--- config.mk ---
export PLATFORM = sky130hd
export DESIGN_NAME = shift32_iter_flat
export DESIGN_NICKNAME = d
export VERILOG_FILES = /design/src/rtl/shift32_iter_pkg.sv /design/src/rtl/shift32_iter_if.sv /design/src/rtl/shift32_iter_step.sv /design/src/rtl/shift32_iter.sv /design/src/flat_wrapper.sv
export SDC_FILE = /design/constraint.sdc
export NUM_CORES = 1
export LEC_CHECK = 0
export CAP_MARGIN = 15
export CELL_PAD_IN_SITES_DETAIL_PLACEMENT = 0
export CELL_PAD_IN_SITES_GLOBAL_PLACEMENT = 1
export CORE_AREA = 2 2 104 106
export CTS_CLUSTER_SIZE = 24
export DETAILED_ROUTE_END_ITERATION = 8
export DIE_AREA = 0 0 106 108
export GPL_TIMING_DRIVEN = 0
export PLACE_DENSITY_LB_ADDON = 0.1
export SLEW_MARGIN = 20
export SYNTH_ARGS = -nofsm -noshare
export SYNTH_HDL_FRONTEND = slang
export SYNTH_SLANG_ARGS = --single-unit
export TNS_END_PERCENT = 30
--- constraint.sdc ---
create_clock -name m_clock -period 5 [get_ports m_clock]
set_input_delay 1 -clock m_clock [delete_from_list [all_inputs] [get_ports m_clock]]
set_output_delay 1 -clock m_clock [all_outputs]
set_load 0.01 [all_outputs]
--- src/rtl/shift32_iter_pkg.sv ---
`default_nettype none
// ============================================================================
// Package : shift_pkg -- op encodings, FSM states and STEP legality helper
// Rev     : 1.0
// ============================================================================
package shift_pkg;

    // One-hot op codes line up with the {sll, srl, sra} strobe order
    localparam logic [2:0] OP_SLL = 3'b100;
    localparam logic [2:0] OP_SRL = 3'b010;
    localparam logic [2:0] OP_SRA = 3'b001;

    typedef enum logic [0:0] {
        ST_IDLE = 1'b0,
        ST_RUN  = 1'b1
    } state_t;

    function automatic logic step_ok(input int step);
        return (step == 1) || (step == 2) || (step == 4) || (step == 8);
    endfunction

endpackage
`default_nettype wire

--- src/rtl/shift32_iter_if.sv ---
`default_nettype none
// ============================================================================
// Interface : shift32_iter_if -- command strobes, operands and result/status
// Rev       : 1.0
// ============================================================================
interface shift32_iter_if;
    logic        sll;
    logic        srl;
    logic        sra;
    logic [31:0] in;
    logic [4:0]  shamt;
    logic [31:0] out;
    logic        busy;
    logic        done;
    logic        err;

    modport master (
        output sll, srl, sra, in, shamt,
        input  out, busy, done, err
    );

    modport slave (
        input  sll, srl, sra, in, shamt,
        output out, busy, done, err
    );
endinterface
`default_nettype wire

--- src/rtl/shift32_iter_step.sv ---
`default_nettype none
// ============================================================================
// Module : shift_step -- combinational 32-bit shift by k in [0, STEP]
// Rev    : 1.0
// ============================================================================
module shift_step
    import shift_pkg::*;
#(
    parameter  int STEP = 1,
    localparam int K_W  = $clog2(STEP + 1)
) (
    input  wire logic [31:0]    i_data,
    input  wire logic [K_W-1:0] i_k,
    input  wire logic [2:0]     i_op,
    input  wire logic           i_sign,
    output logic      [31:0]    o_data
);

    logic [31:0] w_fill_mask;

    // Bits vacated at the MSB by a right shift of k
    assign w_fill_mask = ~(32'hFFFF_FFFF >> i_k);

    always_comb begin
        o_data = i_data;
        case (i_op)
            OP_SLL:  o_data = i_data << i_k;
            OP_SRL:  o_data = i_data >> i_k;
            OP_SRA:  o_data = (i_data >> i_k) | (w_fill_mask & {32{i_sign}});
            default: o_data = i_data;
        endcase
    end

endmodule
`default_nettype wire

--- src/rtl/shift32_iter.sv ---
`default_nettype none
// ============================================================================
// Module : shift32_iter -- iterative 32-bit shifter, up to STEP bits per cycle
// Rev    : 1.0
// ============================================================================
module shift32_iter
    import shift_pkg::*;
#(
    parameter int STEP = 1
) (
    input  wire logic     m_clock,
    input  wire logic     p_reset,
    shift32_iter_if.slave bus
);

    localparam int             K_W        = $clog2(STEP + 1);
    localparam logic [4:0]     C_STEP_REM = 5'(STEP);
    localparam logic [K_W-1:0] C_STEP_K   = K_W'(STEP);

    generate
        if (!step_ok(STEP)) begin : g_step_check
            $error("shift32_iter: STEP must be 1, 2, 4 or 8");
        end
    endgenerate

    state_t      state_q, state_d;
    logic [31:0] data_q,  data_d;
    logic [4:0]  rem_q,   rem_d;
    logic [2:0]  op_q,    op_d;
    logic        sign_q,  sign_d;
    logic [31:0] out_q,   out_d;
    logic        busy_q,  busy_d;
    logic        done_q,  done_d;
    logic        err_q,   err_d;

    logic [2:0]     w_strobe;
    logic           w_one_hot;
    logic           w_final;
    logic [K_W-1:0] w_k;
    logic [31:0]    w_step_data;

    assign w_strobe  = {bus.sll, bus.srl, bus.sra};
    assign w_one_hot = (w_strobe != 3'b000) && ((w_strobe & (w_strobe - 3'd1)) == 3'b000);

    // The last step consumes whatever remains, which always fits in K_W bits
    assign w_final = (rem_q <= C_STEP_REM);
    assign w_k     = w_final ? rem_q[K_W-1:0] : C_STEP_K;

    shift_step #(
        .STEP (STEP)
    ) u_step (
        .i_data (data_q),
        .i_k    (w_k),
        .i_op   (op_q),
        .i_sign (sign_q),
        .o_data (w_step_data)
    );

    always_comb begin
        state_d = state_q;
        data_d  = data_q;
        rem_d   = rem_q;
        op_d    = op_q;
        sign_d  = sign_q;
        out_d   = out_q;
        busy_d  = busy_q;
        done_d  = 1'b0;
        err_d   = 1'b0;

        case (state_q)
            ST_IDLE: begin
                if (w_one_hot) begin
                    data_d  = bus.in;
                    rem_d   = bus.shamt;
                    op_d    = w_strobe;
                    sign_d  = bus.in[31];
                    busy_d  = 1'b1;
                    state_d = ST_RUN;
                end else if (w_strobe != 3'b000) begin
                    err_d = 1'b1;
                end
            end
            ST_RUN: begin
                // Strobes are deliberately not looked at here
                data_d = w_step_data;
                rem_d  = rem_q - 5'(w_k);
                if (w_final) begin
                    out_d   = w_step_data;
                    done_d  = 1'b1;
                    busy_d  = 1'b0;
                    state_d = ST_IDLE;
                end
            end
            default: state_d = ST_IDLE;
        endcase
    end

    always_ff @(posedge m_clock or negedge p_reset) begin
        if (!p_reset) begin
            state_q <= ST_IDLE;
            data_q  <= 32'd0;
            rem_q   <= 5'd0;
            op_q    <= 3'b000;
            sign_q  <= 1'b0;
            out_q   <= 32'd0;
            busy_q  <= 1'b0;
            done_q  <= 1'b0;
            err_q   <= 1'b0;
        end else begin
            state_q <= state_d;
            data_q  <= data_d;
            rem_q   <= rem_d;
            op_q    <= op_d;
            sign_q  <= sign_d;
            out_q   <= out_d;
            busy_q  <= busy_d;
            done_q  <= done_d;
            err_q   <= err_d;
        end
    end

    assign bus.out  = out_q;
    assign bus.busy = busy_q;
    assign bus.done = done_q;
    assign bus.err  = err_q;

endmodule
`default_nettype wire

--- src/flat_wrapper.sv ---
// flat-port wrapper written by rule: the top's interface ports become plain ports
module shift32_iter_flat import shift_pkg::*;
#(
    parameter int STEP = 1
)
  (m_clock, p_reset, bus_sll, bus_srl, bus_sra, bus_in, bus_shamt, bus_out, bus_busy, bus_done, bus_err);
  shift32_iter_if bus_i ();
  input  wire logic m_clock;
  input  wire logic p_reset;
  input wire logic [$bits(bus_i.sll)-1:0] bus_sll;
  input wire logic [$bits(bus_i.srl)-1:0] bus_srl;
  input wire logic [$bits(bus_i.sra)-1:0] bus_sra;
  input wire logic [$bits(bus_i.in)-1:0] bus_in;
  input wire logic [$bits(bus_i.shamt)-1:0] bus_shamt;
  output wire logic [$bits(bus_i.out)-1:0] bus_out;
  output wire logic [$bits(bus_i.busy)-1:0] bus_busy;
  output wire logic [$bits(bus_i.done)-1:0] bus_done;
  output wire logic [$bits(bus_i.err)-1:0] bus_err;
  assign bus_i.sll = bus_sll;
  assign bus_i.srl = bus_srl;
  assign bus_i.sra = bus_sra;
  assign bus_i.in = bus_in;
  assign bus_i.shamt = bus_shamt;
  assign bus_out = bus_i.out;
  assign bus_busy = bus_i.busy;
  assign bus_done = bus_i.done;
  assign bus_err = bus_i.err;
  shift32_iter #(.STEP(STEP)) u_core (.m_clock(m_clock), .p_reset(p_reset), .bus(bus_i));
endmodule
* Word-level counts from Yosys, hierarchy flattened
Index checks and enable logic that the tools add are counted.
** Word-level totals
- Logic and storage cells :: 48
- Input port bits :: 42
- Memory bits (writable) :: 0
- Bits in latches :: 0
- Output and inout bits :: 35
- Memories kept :: 0
- Flip-flop bits (word level) :: 77
- Bits in read-only memories :: 0
** Cells by class
- Div/mod/pow operators :: 0
- Reduce and logical (&&, ||, !) cells :: 6
- Equality and inequality tests :: 5
- Bitwise operators :: 5
- Multiplexer cells :: 17
- $add $sub $neg :: 2
- Shifts and indexed selects :: 3
- $mul :: 0
- $lt $le $gt $ge :: 1
** Operators with widths (number)
- $pmux 32 s3 :: 1
- $pmux 32 s2 :: 1
- $and 32x32->32 :: 1
- $mux 32 :: 1
- $not 32->32 :: 1
- $or 32x32->32 :: 1
- $shl 32x1->32 :: 1
- $shr 32x1->32 :: 1
- $shr 32x1->32 const A :: 1
- $mux 1 :: 10
- $pmux 5 s2 :: 1
- $reduce_and 2->1 :: 3
- $le 5x1->1 const B :: 1
- $mux 5 :: 1
- $sub 5x1->5 :: 1
- $pmux 1 s2 :: 2
- $and 3x3->3 :: 1
- $eq 3x1->1 const B :: 1
- $eq 3x2->1 const B :: 1
- $eq 3x3->1 const B :: 1
- $logic_not 3->1 :: 1
- $reduce_bool 3->1 :: 1
- $sub 3x1->3 const B :: 1
- $ne 2x1->1 const B :: 1
- 3 further kinds :: 3

* Logic depth before layout (Yosys ltp)
Gate-level depths: netlist (run 1).
- Word-level depth :: 8
- Mapped depth :: 8
- Depth with buffers taken out :: 7

* Hierarchy
Synthesis (run 1) repeated with hierarchy kept, for this count alone.
** Second synthesis, totals
- Cells, all modules :: 521
- Area total of the unflattened synthesis :: 4740.8 um^2
** Modules (own cells, without submodules)
- shift32_iter :: area an instance 3629.7 um^2, cells each 329, instances 1, sequential area each 1926.8 um^2
- shift_step :: area an instance 1111.1 um^2, cells each 192, instances 1, sequential area each 0.0 um^2

* Worst setup path after synthesis (run 1)
OpenSTA, ideal clock, no wires.
- Path kind :: input -> register
- From :: in bus_sra
- To :: reg u_core.data_q[5]
- Stages on the path :: 5
- Library setup time :: 83 ps
- Path buffers :: 1
- Slack :: 2796 ps
- Data arrival time :: 2121 ps
- Data required time :: 4917 ps
- Cells stage by stage :: xor2_1 a211oi_2 clkbuf_1 a22oi_1 o21ai_0
** On the way
- Cells in the longest elaborated chain, start to end :: 5
- Elaborated cells on any way between the ends :: 6
- Those cells by class :: add/sub (1); eq/ne (1); bitwise (1); reduce/logical (3)
** RTL lines
- from (decl) :: line flat_wrapper.sv:12 : input wire logic [$bits(bus_i.sra)-1:0] bus_sra;
- $sub 3x1->3 :: line shift32_iter.sv:43 : assign w_one_hot = (w_strobe != 3'b000) && ((w_strobe & (w_strobe - 3'd1)) == 3'b000);
- $and 3x3->3 :: line shift32_iter.sv:43
- $logic_not 3->1 :: line shift32_iter.sv:43
- $logic_and 1x1->1 * :: line shift32_iter.sv:43
- $ne 2x1->1 (no line) *
- to (signal assigned) :: line shift32_iter.sv:111 : data_q <= data_d;
- to (decl) :: line shift32_iter.sv:27 : logic [31:0] data_q, data_d;
Every way passes the cells marked *; elsewhere a longest branch is shown, timed or not.
A chain may end at the register's enable or synchronous reset.

* Worst setup path in the final report (run 1)
Ends and elaborated chain as after synthesis.

==> implementation parameters, run 1 <==
Parameter                              Value

Timing
  Upper clock frequency limit    0.354 GHz
  Share of the clock period used by the worst path after layout    0.565
  Final setup violation count    0
  RSZ-0062 raised after global routing    no
  Final critical-path required period    2830 ps
  Total Neg Setup Slack    0 ps
  Hold Violations, Final    0
  Relative slew slack    0.513
  Max Slew Vio Count    0
  Slew at the pin closest to its max-slew limit    730 ps
  Layout Skew    4.49 ps
  Setup WS post-layout    2170 ps

Status
  Run status    finished clean

Detailed routing
  ANT nets after route    0
  Remaining design rule violation count    0
  Vias post-DR    3872
  DRC violation total after the first TritonRoute iteration    approximately 150
  Routed WL    12500 um
  Wire length per cell    19.0 um
  Post-DR vias/cell    5.89
  Pre-Repair DR Iteration Count    5

CTS
  Library cell used as clock root buffer    clkbuf_8
  Post-CTS Hold Fix Bufs    0
  Worst-case clock buffer depth    2
  Cts bufs inserted    9
  Clock transition time at the flip-flop clock pins of the worst setup and hold paths    80 ps
  H-tree levels    3
  CTS tree    yes
  Insertion delay to the later sink of the worst-skew pair    350 ps
  CTS Sinks    77
  Buffers inserted during post-CTS setup optimization    0
  Number of cells upsized or downsized after cts    0

Critical path
  Maximum fanout count along the critical path    10
  CP Data Required Time    roughly 5300 ps
  Critical setup path kind    primary input to flop
  Cell breakdown of the critical path    clkdlybuf4s50_1 -> xor2_1 -> a211oi_2 -> clkbuf_1 -> a22oi_1 -> o21ai_0
  Buf/Inv on CP    2
  CP endpoint kind    flop
  Delay-heaviest family, CP    buffers and inverters
  Highest-delay cell along the critical path    a211oi_2
  Kind of start point of the critical path    primary input
  Arr. time, crit path    3090 ps
  Delay of the slowest critical-path stage    about 660 ps

Die
  Die span in y    108 um
  Total Die Area    about 11000 sq um
  Site row count    37
  Area of the core region    10200 sq um
  Horizontal extent of the die    106 um
  Number of ports placed on the die boundary    77
  Initial Utilization    0.440

Logic synthesis
  Async set-reset flop share out of synthesis    1.00
  Post-Syn Nets    472
  Number of enable flip-flop cells after synthesis    0
  Post-synthesis instance area    between 4000 and 5000 sq um
  Post-synthesis register bit count    77
  Dominant synthesized flop cell    dfrtp_1
  Warnings from Yosys    0
  Cell count after synthesis    ~430
  Portion of the post-synthesis area used by sequential elements    0.428
  Netlist cell types    44
  Synth Area per Inst    around 11 sq um

Placed design
  Number of port buffers    76
  Weighted congestion reported at the end of routability-driven placement    0.829
  HPWL Detailed    8740 um
  Placed Cells    642
  Setup WS pre-CTS    1800 ps

Pwr
  Total power after layout    4260 uW
  Maximum resistive drop on vdd    0.272 mV
  Leakage power figure    0.00230 uW
  Total power divided by cell area    750 nW/um^2

Layout
  Core Util, Final    0.555
  Leading cell types in the layout, fill and taps excluded    77 x dfrtp_1, 75 x clkdlybuf4s50_1, 39 x nor2_1, 26 x o32ai_1, 25 x o21ai_0
  Fillcell total    969
  Non-Filler Instances    657
  Share of final-layout standard cells stronger than drive strength 1    0.196
  Sequential Area    approximately 1900 sq um
  Nets@finish    560
  Leading cell type in the layout, fill and taps excluded    dfrtp_1
  Ant. Diodes    0
  Total area of multi-input combinational cells    2280 sq um
  Area growth, synth to finish    26.0%

Global routing
  Vias in the first global route    3934
  Combined global-route utilization of all metal layers    0.229
  Wire length of the first global-routing pass    20600 um
  Largest net degree at the start of global routing    45
  Overall overflow remaining after global route    0
  Number of antenna violations at the first check in global routing    0

Worst hold path
  Type of the tightest min-delay check    flop to flop

Flow run
  Max-cap check violation count    0
-- layout make-up --
class | instances | share of cell area
multi-input combinational | 290 | 0.401
clock inverter | 4 | 0.0128
inverter | 18 | 0.0119
timing repair buffer | 77 | 0.138
tap | 136 | 0.0300
sequential | 77 | 0.340
buffer | 44 | 0.0412
clock buffer | 11 | 0.0249
-- synthesized netlist by cell type, types with 2 or more instances --
cell type	number	area [sq um]
a22o_1	19	166
buf_1	4	15.0
a21oi_1	6	30.0
buf_2	16	80.1
nand2_1	23	86.3
nor2_1	39	146
mux2_2	5	56.3
nor2b_1	2	12.5
a221oi_1	13	114
o211a_1	2	20.0
buf_4	3	22.5
nor3_1	17	85.1
a21o_1	19	143
inv_1	17	63.8
a32o_1	4	40.0
o21ai_1	4	20.0
nor3_2	17	170
dfrtp_1	77	1930
o21ai_0	25	125
clkbuf_1	16	60.1
a22oi_1	13	97.6
o32ai_1	26	228
buf_6	5	56.3
a221oi_2	18	270
a211oi_1	4	30.0
mux2_4	17	255
-- cells by family (layout without fill, tap and decap cells) --
logic type                 after synthesis  in the layout  synth area share
AOI/OAI and AO/OA                      157            157             0.294
and+or+nand+nor                        106            106             0.130
DFF                                     77             77             0.428
buffers and inverters                   62            154            0.0669
muxes                                   23             23            0.0714
xor gates and xnor gates                 3              3           0.00750
adders and majority gates                1              1           0.00278
-- metal layers --
metal  up-vias  share of wire  routed length (um)  global-route usage
li1       1807              -                   -                   -
met1      1950           0.44                5490               0.299
met2       101           0.50                6200               0.390
met3        14          0.042                 528              0.0374
met4         0          0.020                 250              0.0742
met5         -              0                   0                   0
-- final timing paths --
path                                                     from  slack [ps]                        endpoint  depth (start not counted)
worst max-delay path                                  bus_sra        2170    u_core.data_q[5]$_DFFE_PN0P_                          6
worst min-delay path            u_core.bus.out[3]$_DFFE_PN0P_         480   u_core.bus.out[3]$_DFFE_PN0P_                          2
worst max register to register     u_core.op_q[1]$_DFFE_PN0P_        2770    u_core.data_q[8]$_DFFE_PN0P_                          6
worst min register to register  u_core.bus.out[3]$_DFFE_PN0P_         480   u_core.bus.out[3]$_DFFE_PN0P_                          2
max in group asynchronous                             p_reset        3810    u_core.data_q[3]$_DFFE_PN0P_                          2
min in group asynchronous                             p_reset         600  u_core.bus.out[15]$_DFFE_PN0P_                          1
-- power by group --
| group | internal, uW | switching [uW] | total, uW |
|---|---|---|---|
| Clock | 292 | 236 | 527 |
| Sequential | 945 | 278 | 1220 |
| Combinational | 1200 | 1300 | 2510 |
-- sequential cells by signal, indices dropped and copies added (netlist names) --
name / count
u_core.bus.err: 1
u_core.state_q: 1
u_core.sign_q: 1
u_core.data_q: 32
u_core.op_q: 3
u_core.bus.out: 32
u_core.bus.busy: 1
u_core.bus.done: 1
u_core.rem_q: 5
-- tightest hold or removal path, stage by stage (launching register included) --
cell and delay [ps]:
dfrtp_1 350, nand2_1 40, o21ai_0 60
-- metrics by stage --
step | area [sq um] | hold WS, ps
3_3_place_gp | 5440 | 471
3_5_place_dp | 5460 | 470
4_1_cts | 5680 | 488
2_1_floorplan | 4510 | 473
5_1_grt | 5680 | 508
6_report | 5680 | 482
No activity file was read; power rests on OpenSTA's default activity.
==> run 2, diff against run 1 <==
CORE_AREA = 2 2 107 109   (was 2 2 104 106)
DIE_AREA = 0 0 109 111   (was 0 0 106 108)
clock period = 2.7 ns   (was 5 ns; I/O delays follow)
==> implementation parameters, run 2 (same netlist as run 1, synthesis figures left out) <==
Parameter                              Value

Status
  Run status    finished clean (unchanged)

Pwr
  Switching component of the power    3390 uW (was 1810 uW)
  Maximum resistive drop on vdd    0.540 mV (was 0.272 mV)
  Part of the power in combinational logic    0.566 (was 0.589)
  Internal power    4770 uW (was 2440 uW)
  Clock power frac    0.156 (was 0.124)
  Total power divided by cell area    1410 nW/um^2 (was 750 nW/um^2)
  Leakage power figure    0.00234 uW (was 0.00230 uW)
  Fraction of power consumed by sequential logic    0.278 (was 0.287)
  Switching Fraction    0.415 (was 0.426)

CTS
  Insertion delay to the later sink of the worst-skew pair    350 ps (about the same)
  Buffers inserted during post-CTS setup optimization    0 (unchanged)
  Library cell used as clock root buffer    clkbuf_16 (was clkbuf_8)
  Worst-case clock buffer depth    2 (unchanged)
  Cts bufs inserted    9 (unchanged)
  Clock transition time at the flip-flop clock pins of the worst setup and hold paths    60 ps (was 80 ps)
  CTS Sinks    77 (unchanged)
  CTS tree    yes (unchanged)
  Post-CTS Hold Fix Bufs    0 (unchanged)
  Number of cells upsized or downsized after cts    0 (unchanged)
  H-tree levels    3 (unchanged)

Timing
  Max Slew Vio Count    0 (unchanged)
  Final critical-path required period    2400 ps
  Hold Violations, Final    0 (unchanged)
  Share of the clock period used by the worst path after layout    0.890
  Relative slew slack    0.497 (was 0.513)
  RSZ-0062 raised after global routing    no (unchanged)
  Final setup violation count    0 (unchanged)
  Worst hold slack    158 ps (was 482 ps)
  Upper clock frequency limit    0.416 GHz
  Total Neg Setup Slack    0 ps (unchanged)
  Slew at the pin closest to its max-slew limit    752 ps (was 730 ps)
  Layout Skew    3.77 ps (was 4.49 ps)

Detailed routing
  Vias post-DR    3841 (was 3872)
  Remaining design rule violation count    0 (unchanged)
  Pre-Repair DR Iteration Count    4 (was 5)
  Routed WL    12400 um (was 12500 um)
  DRC violation total after the first TritonRoute iteration    171 (was 153)
  Post-DR vias/cell    5.78 (was 5.89)
  Wire length per cell    18.6 um (was 19.0 um)
  ANT nets after route    0 (unchanged)

Layout
  Core Util, Final    0.521 (was 0.555)
  Leading cell types in the layout, fill and taps excluded    77 x dfrtp_1, 75 x clkdlybuf4s50_1, 39 x nor2_1, 26 x o32ai_1, 25 x o21ai_0 (unchanged)
  Leading cell type in the layout, fill and taps excluded    dfrtp_1 (unchanged)
  Final Cell Area    5780 sq um (was 5680 sq um)
  Area growth, synth to finish    28.2% (was 26.0%)
  Share of final-layout standard cells stronger than drive strength 1    0.197 (was 0.196)
  Ant. Diodes    0 (unchanged)
  Nets@finish    560 (unchanged)
  Non-Filler Instances    665 (was 657)
  Fillcell total    1032 (was 969)

Die
  Initial Utilization    0.407 (was 0.440)
  Site row count    39 (was 37)
  Area of the core region    11100 sq um (was 10200 sq um)
  Die span in y    111 um (was 108 um)
  Number of ports placed on the die boundary    77 (unchanged)
  Horizontal extent of the die    109 um (was 106 um)
  Total Die Area    12100 sq um (was 11400 sq um)

Critical path
  CP Data Required Time    2970 ps (was 5270 ps)
  Maximum fanout count along the critical path    10 (unchanged)
  Kind of start point of the critical path    primary input (unchanged)
  Arr. time, crit path    2680 ps (was 3090 ps)
  Critical setup path kind    primary input to flop (unchanged)
  CP endpoint kind    flop (unchanged)
  Worst R2R Path Depth    5 (was 6)

Flow run
  Max-cap check violation count    0 (unchanged)

Placed design
  Placed Cells    649 (was 642)
  Weighted congestion reported at the end of routability-driven placement    0.830 (was 0.829)
  Area after detailed placement    5460 sq um (about the same)
  Number of port buffers    76 (unchanged)
  HPWL Detailed    8720 um (was 8740 um)

Global routing
  Wire length of the first global-routing pass    20100 um (was 20600 um)
  Largest net degree at the start of global routing    43 (was 45)
  Overall overflow remaining after global route    0 (unchanged)
  Combined global-route utilization of all metal layers    0.215 (was 0.229)
  Number of antenna violations at the first check in global routing    0 (unchanged)
  Vias in the first global route    3747 (was 3934)

Worst hold path
  Type of the tightest min-delay check    primary input to asynchronous set/reset pin (was flop to flop)
==> run 2: cell count changes in the layout (fill, tap and decap cells not counted) <==
cell / delta
buf_12: +1
clkbuf_16: +9
buf_16: -1
bufinv_16: -1
clkbuf_8: -7
==> run 2: layout make-up <==
type / count / area (sq um) / area share
multi-input cells: 290 / 2280 / 0.394
flip-flops and latches: 77 / 1930 / 0.334
repair buffers: 77 / 778 / 0.135
clock buffers: 13 / 270 / 0.0468
plain buffers: 44 / 234 / 0.0405
well taps: 143 / 179 / 0.0310
inverters: 18 / 67.6 / 0.0117
clock inverters: 3 / 42.5 / 0.00737
==> run 2: worst paths after layout <==
kind	start	end	slack, ps
min reg2reg	u_core.bus.out[3]$_DFFE_PN0P_	u_core.bus.out[3]$_DFFE_PN0P_	480
min in group m_clock	u_core.bus.out[3]$_DFFE_PN0P_	u_core.bus.out[3]$_DFFE_PN0P_	480
max reg2reg	u_core.rem_q[3]$_DFFE_PN0P_	u_core.bus.out[28]$_DFFE_PN0P_	450
min	p_reset	u_core.bus.out[15]$_DFFE_PN0P_	160
max	bus_sra	u_core.data_q[10]$_DFFE_PN0P_	300
max in group asynchronous	p_reset	u_core.bus.out[10]$_DFFE_PN0P_	1950
==> run 2: power groups by stage <==
stage | combinational [uW] | clock [uW] | sequential [uW]
after floorplan | 3190 | 0 | 2270
after global placement | 4570 | 0 | 2260
after detailed placement | 4650 | 0 | 2270
after CTS | 4650 | 1300 | 2260
after global routing | 5080 | 1340 | 2340
final | 4620 | 1270 | 2270
==> run 2: stage by stage <==
stage,setup WS [ps],total power (uW)
global placement,-1810,6830
finish,297,8160
global route,171,8760
CTS,285,8220
detailed placement,-80.1,6920
floorplan,933,5460
==> run 2: critical path, cell delays in order <==
cell and delay [ps]:
clkdlybuf4s50_1 500, xor2_1 220, a211oi_2 680, clkbuf_1 470, a22oi_1 170, o21ai_1 100
==> run 2: per-layer routing <==
layer  wire length [um]  track usage  up-vias
met5                  0            0        -
met1               5750        0.291     1907
met2               5800        0.331       99
li1                   -            -     1813
met3                511       0.0447       22
met4                314       0.0897        0
==> run 3, diff against run 2 <==
CORE_AREA = 2 2 111 113   (was 2 2 107 109)
DIE_AREA = 0 0 113 115   (was 0 0 109 111)
PLACE_DENSITY = 0.85   (was not set)
PLACE_DENSITY_LB_ADDON = not set   (was 0.1)
SLEW_MARGIN = 10   (was 20)
SYNTH_HIERARCHICAL = 1   (was not set)
==> implementation parameters, run 3 <==
Parameter                              Value

Critical path
  Reg-to-Reg Start    u_core/rem_q[2]$_DFFE_PN0P_ (was u_core.rem_q[3]$_DFFE_PN0P_)
  R2R Setup Slk    200 ps (was 450 ps)
  Worst R2R Path Depth    8 (was 5)
  Critical R2R Capture    u_core/bus.out[17]$_DFFE_PN0P_ (was u_core.bus.out[28]$_DFFE_PN0P_)
  Kind of start point of the critical path    flop (was primary input)
  Arr. time, crit path    2710 ps (was 2680 ps)
  Critical setup path kind    flop to flop (was primary input to flop)
  CP Data Required Time    2910 ps (was 2970 ps)
  Maximum fanout count along the critical path    10 (unchanged)
  CP endpoint kind    flop (unchanged)

CTS
  Insertion delay to the later sink of the worst-skew pair    340 ps (was 350 ps)
  Buffers inserted during post-CTS setup optimization    0 (unchanged)
  Worst-case clock buffer depth    2 (unchanged)
  Clock transition time at the flip-flop clock pins of the worst setup and hold paths    60 ps (about the same)
  Library cell used as clock root buffer    clkbuf_16 (unchanged)
  Post-CTS Hold Fix Bufs    0 (unchanged)
  CTS tree    yes (unchanged)
  CTS Sinks    77 (unchanged)
  H-tree levels    3 (unchanged)
  Cts bufs inserted    9 (unchanged)

Layout
  Share of final-layout standard cells stronger than drive strength 1    0.0866 (was 0.197)
  Ant. Diodes    0 (unchanged)
  Fillcell total    1074 (was 1032)
  Final Cell Area    6020 sq um (was 5780 sq um)
  Leading cell type in the layout, fill and taps excluded    dfrtp_1 (unchanged)
  Nets@finish    650 (was 560)
  Area growth, synth to finish    26.9% (was 28.2%)
  Leading cell types in the layout, fill and taps excluded    77 x dfrtp_1, 73 x clkdlybuf4s50_1, 37 x nor2_1, 37 x nor3_1 (was 77 x dfrtp_1, 75 x clkdlybuf4s50_1, 39 x nor2_1, 26 x o32ai_1, 25 x o21ai_0)
  Non-Filler Instances    759 (was 665)

Logic synthesis
  Post-Syn Nets    564 (was 472)
  Synth Area per Inst    9.10 sq um (was 10.5 sq um)
  Most numerous cell types in the synthesized netlist    77 x dfrtp_1, 37 x nor2_1, 37 x nor3_1, 36 x nand2_1, 36 x or3b_1 (was 77 x dfrtp_1, 39 x nor2_1, 26 x o32ai_1, 25 x o21ai_0, 23 x nand2_1)
  Post-synthesis register bit count    77 (unchanged)
  Cell count after synthesis    521 (was 429)
  Async set-reset flop share out of synthesis    1.00 (unchanged)
  Fraction of synthesized cell area taken by the top area cell type    0.406 (was 0.428)
  Portion of the post-synthesis area used by sequential elements    0.406 (was 0.428)
  Area leader, netlist    dfrtp_1 (unchanged)
  Netlist cell types    45 (was 44)
  Post-synthesis instance area    4740 sq um (was 4510 sq um)
  Leading cell types by total area after synthesis    dfrtp_1 41%, or3b_1 6.7%, mux2_1 6.4% (was dfrtp_1 43%, a221oi_2 6.0%, mux2_4 5.7%)
  Cell with the most instances after synthesis    dfrtp_1 (unchanged)
  Number of enable flip-flop cells after synthesis    0 (unchanged)
  Warnings from Yosys    6 (was 0)
  Dominant synthesized flop cell    dfrtp_1 (unchanged)

Status
  Run status    finished, violations left (was finished clean)
  Failing checks    design-rule violations

Flow run
  Max-cap check violation count    0 (unchanged)

Die
  Site row count    40 (was 39)
  Die span in y    115 um (was 111 um)
  Horizontal extent of the die    113 um (was 109 um)
  Initial Utilization    0.401 (was 0.407)
  Area of the core region    11800 sq um (was 11100 sq um)
  Number of ports placed on the die boundary    77 (unchanged)
  Total Die Area    13000 sq um (was 12100 sq um)

Global routing
  Overall overflow remaining after global route    0 (unchanged)
  Combined global-route utilization of all metal layers    0.221 (was 0.215)
  Number of antenna violations at the first check in global routing    0 (unchanged)
  Wire length of the first global-routing pass    23000 um (was 20100 um)
  Largest net degree at the start of global routing    43 (unchanged)
  Vias in the first global route    4519 (was 3747)

Detailed routing
  DRC violation total after the first TritonRoute iteration    421 (was 171)
  Wire length per cell    18.4 um (was 18.6 um)
  Remaining design rule violation count    5 (was 0)
  Pre-Repair DR Iteration Count    7 (was 4)
  Vias post-DR    4448 (was 3841)
  Post-DR vias/cell    5.86 (was 5.78)
  Routed WL    13900 um (was 12400 um)
  ANT nets after route    0 (unchanged)

Timing
  Hold Violations, Final    0 (unchanged)
  Share of the clock period used by the worst path after layout    0.927 (was 0.890)
  Final critical-path required period    2500 ps (was 2400 ps)
  Total Neg Setup Slack    0 ps (unchanged)
  Max Slew Vio Count    0 (unchanged)
  RSZ-0062 raised after global routing    no (unchanged)
  Slew at the pin closest to its max-slew limit    756 ps (was 752 ps)
  Final setup violation count    0 (unchanged)
  Relative slew slack    0.493 (was 0.497)
  Upper clock frequency limit    0.399 GHz (was 0.416 GHz)
  Layout Skew    6.17 ps (was 3.77 ps)
  Worst hold slack    161 ps (was 158 ps)

Placed design
  Number of port buffers    74 (was 76)
  Weighted congestion reported at the end of routability-driven placement    0.891 (was 0.830)
  HPWL Detailed    9790 um (was 8720 um)
  Placed Cells    743 (was 649)
  Area after detailed placement    5680 sq um (was 5460 sq um)

Pwr
  Total power after layout    6900 uW (was 8160 uW)
  Maximum resistive drop on vdd    0.415 mV (was 0.540 mV)
  Leakage power figure    0.00253 uW (was 0.00234 uW)
  Total power divided by cell area    1150 nW/um^2 (was 1410 nW/um^2)

Worst hold path
  Type of the tightest min-delay check    primary input to asynchronous set/reset pin (unchanged)
[run 3: how the worst max path moves through the flow]
| stage | startpoint | end | slack (ps) | cells past startpoint |
|---|---|---|---|---|
| final | u_core/rem_q[2]$_DFFE_PN0P_ | u_core/bus.out[17]$_DFFE_PN0P_ | 200 | 8 |
| after CTS | u_core/rem_q[2]$_DFFE_PN0P_ | u_core/bus.out[17]$_DFFE_PN0P_ | 120 | 8 |
| after detailed placement | bus_sra | u_core/data_q[10]$_DFFE_PN0P_ | 120 | 5 |
| after global routing | u_core/rem_q[2]$_DFFE_PN0P_ | u_core/bus.out[17]$_DFFE_PN0P_ | 70 | 8 |
| after global placement | p_reset | u_core/bus.done$_DFF_PN0_ | -1640 | 1 |
| after floorplan | u_core/rem_q[2]$_DFFE_PN0P_ | u_core/bus.out[14]$_DFFE_PN0P_ | 550 | 8 |
[run 3: layout make-up]
| cell class | instances | area [sq um] | share of cell area |
|---|---|---|---|
| clock inverter | 2 | 37.5 | 0.00624 |
| clock buffer | 14 | 294 | 0.0489 |
| sequential | 77 | 1930 | 0.320 |
| multi-input combinational | 354 | 2390 | 0.396 |
| timing repair buffer | 75 | 758 | 0.126 |
| buffer | 54 | 297 | 0.0493 |
| inverter | 36 | 135 | 0.0225 |
| tap | 147 | 184 | 0.0306 |
[run 3: kinds of logic (layout without fill, tap and decap cells)]
| logic type | Yosys count | after routing | synth area share |
|---|---|---|---|
| and+or+nand+nor | 162 | 162 | 0.190 |
| adders and majority gates | 2 | 2 | 0.00554 |
| DFF | 77 | 77 | 0.406 |
| muxes | 34 | 34 | 0.0808 |
| xor gates and xnor gates | 4 | 4 | 0.00739 |
| buffers and inverters | 90 | 181 | 0.0903 |
| AOI/OAI and AO/OA | 152 | 152 | 0.219 |
[run 3: worst max-delay path: stages (launching register included)]
cell,delay (ps)
dfrtp_1,470
nor4_4,380
nand2_1,180
clkbuf_2,240
clkbuf_2,250
nand2_1,130
nor3_1,50
a311o_1,380
mux2_1,310
[run 3: what timing repair did]
item,4_1_cts,5_1_grt
setup endpoints to repair,0,16
gates resized for setup,0,4
hold endpoints to repair,0,0
[run 3: power breakdown]
part / switching, uW / leakage [uW] / internal [uW]
Combinational: 1750 / 0.00149 / 1580
Clock: 462 / 0.000161 / 842
Sequential: 505 / 0.000882 / 1750
[run 3: routing by layer]
metal / global-route usage / vias up / part of all wire
met5: 0 / - / 0
li1: - / 2106 / -
met3: 0.0343 / 30 / 0.062
met1: 0.315 / 2122 / 0.47
met2: 0.339 / 190 / 0.45
met4: 0.0894 / 0 / 0.021
[run 3: metrics by stage]
stage	utilization	setup slack, ps
after global routing	0.510	73.6
after global placement	0.480	-1640
after floorplan	-	553
final	0.510	197
after CTS	0.509	119
after detailed placement	0.481	120
==> RTL change 1, RTL diff (flow settings as in run 2) <==
Reset style: synchronous (`p_reset`), changed in one clocked block.
--- a/src/rtl/shift32_iter.sv
+++ b/src/rtl/shift32_iter.sv
@@ -97,3 +97,3 @@
 
-    always_ff @(posedge m_clock or negedge p_reset) begin
+    always_ff @(posedge m_clock) begin
         if (!p_reset) begin
Formal check against the unedited RTL: differs if p_reset is asserted again (counterexample within 4 cycles, from zero or initial values and one cycle with p_reset low); with p_reset held inactive, the same outputs for 4 cycles.
==> RTL change 1 against run 2 <==
  * Worst setup slack worse by 0.025 ns
  * Worst hold slack improved by 0.29 ns
  * Core utilization shrank 3.4 points
  * Sequential cell count unchanged
  * Wire length down 5.0%
  * Register-to-register slack lost 0.18 ns
  * Global-route usage shrank 0.88 points
  * Synthesized area down 7.9%
  * Final area fell by 6.5%
Power is not compared: it rests on default switching activity, and its combinational part moved more than twofold at a synthesized area within 25%.
==> RTL change 1: results (changes against run 2) <==
R2R setup slack=0.27 ns (-0.18 ns); Multi-In Gates=284 (-2.1%); final-layout worst hold slack=0.449 ns (+0.291 ns); commonest cells in the netlist=sky130_fd_sc_hd__dfxtp_1, sky130_fd_sc_hd__mux2i_1, sky130_fd_sc_hd__nand2_1; Routed met1 length=5.42 mm (-5.6%); sequential cell area share=0.285 (-0.0482); sum of met2 wire segment lengths after detailed routing=5.69 mm (-1.9%); worst stage delay on the critical path=0.71 ns (+0.03 ns); share of synthesized flip-flops with an asynchronous set or reset=0 (-1.00); total instance count after detailed placement=632 (-2.6%); Register-to-Register Path Depth=8 (+3); via count of the first global-routing pass=3,808 (+1.6%); critical-path cell with the highest stage delay=sky130_fd_sc_hd__nor4_2; xor and xnor fraction of the mapped netlist area=0.00633 (-0.00116); share of synthesized cell area in full adder, half adder and majority cells=0.00302 (+0.000240); sequential element share of the synthesized area=0.372 (-0.0560); result of the run=finished, final reports clean; buffers outside the clock class=120 (-0.83%); Placed Area=0.00509 mm² (-6.9%); half-perimeter wire length after placement=8.31 mm (-4.8%); Worst Skew=0.00354 ns (-0.000236 ns); vias per std cell=5.76 (-0.24%); number of non-clock inverters=8 (-10); Slew headroom=0.488 (-0.00980); category of cells accounting for the largest share of critical-path delay=simple AND/OR/NAND/NOR gates; number of standard cells after synthesis=413 (-3.7%); total global-route track usage=0.206 (-0.00875); overall via count from detail_route=3,734 (-2.8%); class of the tightest hold or removal check=flop to flop; mux share of post-synthesis cell area=0.0941 (+0.0227); global-route wire length before repair=19.5 mm (-2.5%); maximum clock frequency=0.412 GHz (-1.0%); layout cell share with drive strength beyond 1=0.133 (-0.0646); non-clock buffer share of cell area=0.186 (+0.0103); global routing met2 resource utilization=0.329 (-0.00207); pre-CTS setup slack=0.181 ns (+0.261 ns); maximum number of pins on one net before global-route repair=13 (-70%); met3 usage in global routing=0.0323 (-0.0123); Final Routed Wirelength=11.8 mm (-5.0%); number of DRC markers in iteration 0=194 (+13%); clock latency reported for the late side of the worst-skew pair=0.33 ns (-0.02 ns); commonest register cell after synthesis=sky130_fd_sc_hd__dfxtp_1; distinct cell type count after synthesis=45 (+2.3%); compound-cell area share of the yosys netlist=0.343 (+0.0492); met3 wirelength from detailed routing=481 µm (-5.9%); share of the core filled with cells in the final layout=0.488 (-0.0339); multi-input gate share of the layout cell area=0.432 (+0.0381); main area contributors after synthesis=sky130_fd_sc_hd__dfxtp_1, sky130_fd_sc_hd__o221ai_2, sky130_fd_sc_hd__mux2i_1, sky130_fd_sc_hd__a22o_1, sky130_fd_sc_hd__o2bb2ai_1; final-stage net count=543 (-3.0%); met1 global-route usage=0.280 (-0.0118)
==> RTL change 1: cell types whose count changed after synthesis, sizes merged, moves of 32 or more <==
cell   change
dfrtp     -77
nor3      -33
dfxtp     +77
nor2      -32
mux2i     +38
==> RTL change 1: tightest hold or removal path, stage by stage, from the launching register on <==
cell and delay [ns]:
sky130_fd_sc_hd__dfxtp_1 0.31, sky130_fd_sc_hd__inv_1 0.05, sky130_fd_sc_hd__a21boi_1 0.05
==> RTL change 1: worst paths after layout <==
| path | from | to |
|---|---|---|
| setup / recovery | u_core.rem_q[1]$_SDFFE_PN0P_ | u_core.rem_q[4]$_SDFFE_PN0P_ |
| hold / removal | u_core.bus.busy$_SDFFE_PN0P_ | u_core.bus.busy$_SDFFE_PN0P_ |
| hold reg to reg | u_core.bus.busy$_SDFFE_PN0P_ | u_core.bus.busy$_SDFFE_PN0P_ |
| setup reg to reg | u_core.rem_q[1]$_SDFFE_PN0P_ | u_core.rem_q[4]$_SDFFE_PN0P_ |
==> RTL change 2, RTL diff (flow settings as in run 2) <==
Made on the original files. `data_q` no longer has a reset.
--- a/src/rtl/shift32_iter.sv
+++ b/src/rtl/shift32_iter.sv
@@ -100,3 +100,2 @@
             state_q <= ST_IDLE;
-            data_q  <= 32'd0;
             rem_q   <= 5'd0;
@@ -110,3 +109,2 @@
             state_q <= state_d;
-            data_q  <= data_d;
             rem_q   <= rem_d;
@@ -121,2 +119,6 @@
 
+    always_ff @(posedge m_clock) begin
+        data_q <= data_d;
+    end
+
     assign bus.out  = out_q;
Function: same outputs for any inputs over 4 cycles, from zero or initial values and one cycle with p_reset low; that may be too few to reach the edited logic, so the function may still have changed.
==> RTL change 2 against run 2 <==
  * Sequential cell count unchanged
  * Wire length increased by 7.4%
  * Clock skew grew 0.0065 ns
  * Worst setup slack improved by 0.060 ns
  * Power up 4.6%
  * Final area grew 2.9%
  * Critical path type unchanged
  * Highest routed layer unchanged
  * Synthesized area increased by 5.1%
  * First-iteration DRC count increased by 44%
  * Largest cell class unchanged
==> RTL change 2: results (changes against run 2) <==
number of filler instances in the final layout=1,037 (+0.48%); distinct cell type count after synthesis=42 (-4.5%); routability-driven placement congestion ratio=0.832 (+0.34%); overall via count from detail_route=4,339 (+13%); share of the core filled with cells in the final layout=0.536 (+0.0150); synthesized area per cell=9.45 µm² (-10%); largest driver fanout on the critical path=32 (+22); vias per std cell=5.89 (+1.9%); layout cell share with drive strength beyond 1=0.114 (-0.0828); endpoint of the worst register-to-register path=u_core.data_q[0]$_DFFE_PP_; total global-route track usage=0.230 (+0.0154); Placed Area=0.00569 mm² (+4.1%); fin crit share=0.868 (-0.0223); number of flops mapped to enable cells by yosys=32 (+32); startpoint of the lowest-slack register-to-register path=u_core.op_q[0]$_DFFE_PN0P_; half-perimeter wire length after placement=9.29 mm (+6.6%); result of the run=finished, final reports clean; endpoint of the most critical setup path=u_core.data_q[14]$_DFFE_PP_; total instance count after detailed placement=721 (+11%); net count after synthesis=544 (+15%); final-layout worst hold slack=0.133 ns (-0.0246 ns); final-stage net count=632 (+13%); pre-CTS setup slack=-0.0104 ns (+0.0697 ns); critical-path cell with the highest stage delay=sky130_fd_sc_hd__inv_2; global-route wire length before repair=21.9 mm (+9.3%); share of synthesized flip-flops with an asynchronous set or reset=0.584 (-0.416); number of DRC markers in iteration 0=247 (+44%); sequential element share of the synthesized area=0.441 (+0.0133)
-- RTL change 2: power by group --
group | leakage (nW) | internal [mW] | switching, mW
Sequential | 0.877 | 2.03 | 0.529
Clock | 0.125 | 0.617 | 0.473
Combinational | 1.26 | 2.34 | 2.55
Total | 2.26 | 4.99 | 3.55
-- RTL change 2: critical path: cells and delay by family --
kind	cells	cell delay, ns
AOI/OAI and AO/OA	2	0.49
buffers and inverters	2	1.03
and+or+nand+nor	1	0.25
-- RTL change 2: cell type report --
cell class	instances	area share
sequential	77	0.351
buffer	56	0.0400
multi-input combinational	363	0.402
clock inverter	3	0.00232
inverter	5	0.00316
timing repair buffer	77	0.131
tap	143	0.0301
clock buffer	13	0.0404
-- RTL change 2: worst min path at each step --
stage / startpoint / to / slack (ns) / cells after the start
floorplan: p_reset / u_core.bus.busy$_DFFE_PN0P_ / 0.24 / 0
global placement: u_core.bus.out[11]$_DFFE_PN0P_ / u_core.bus.out[11]$_DFFE_PN0P_ / 0.46 / 2
detailed placement: u_core.bus.busy$_DFFE_PN0P_ / u_core.bus.busy$_DFFE_PN0P_ / 0.47 / 1
CTS: p_reset / u_core.bus.out[10]$_DFFE_PN0P_ / 0.15 / 1
global route: p_reset / u_core.bus.out[10]$_DFFE_PN0P_ / 0.18 / 1
finish: p_reset / u_core.bus.out[10]$_DFFE_PN0P_ / 0.13 / 1
-- RTL change 2: routing by layer --
layer	global-route usage	vias to the layer above
met2	0.358	107
li1	-	2097
met1	0.321	2122
met3	0.0441	13
met5	0	-
met4	0.0778	0
-- RTL change 2: cells by family after synthesis --
family	share of synthesized area
and+or+nand+nor	0.264
AOI/OAI and AO/OA	0.221
DFF	0.441
buffers and inverters	0.0542
muxes	0.0116
xor gates and xnor gates	0.00555
adders and majority gates	0.00264
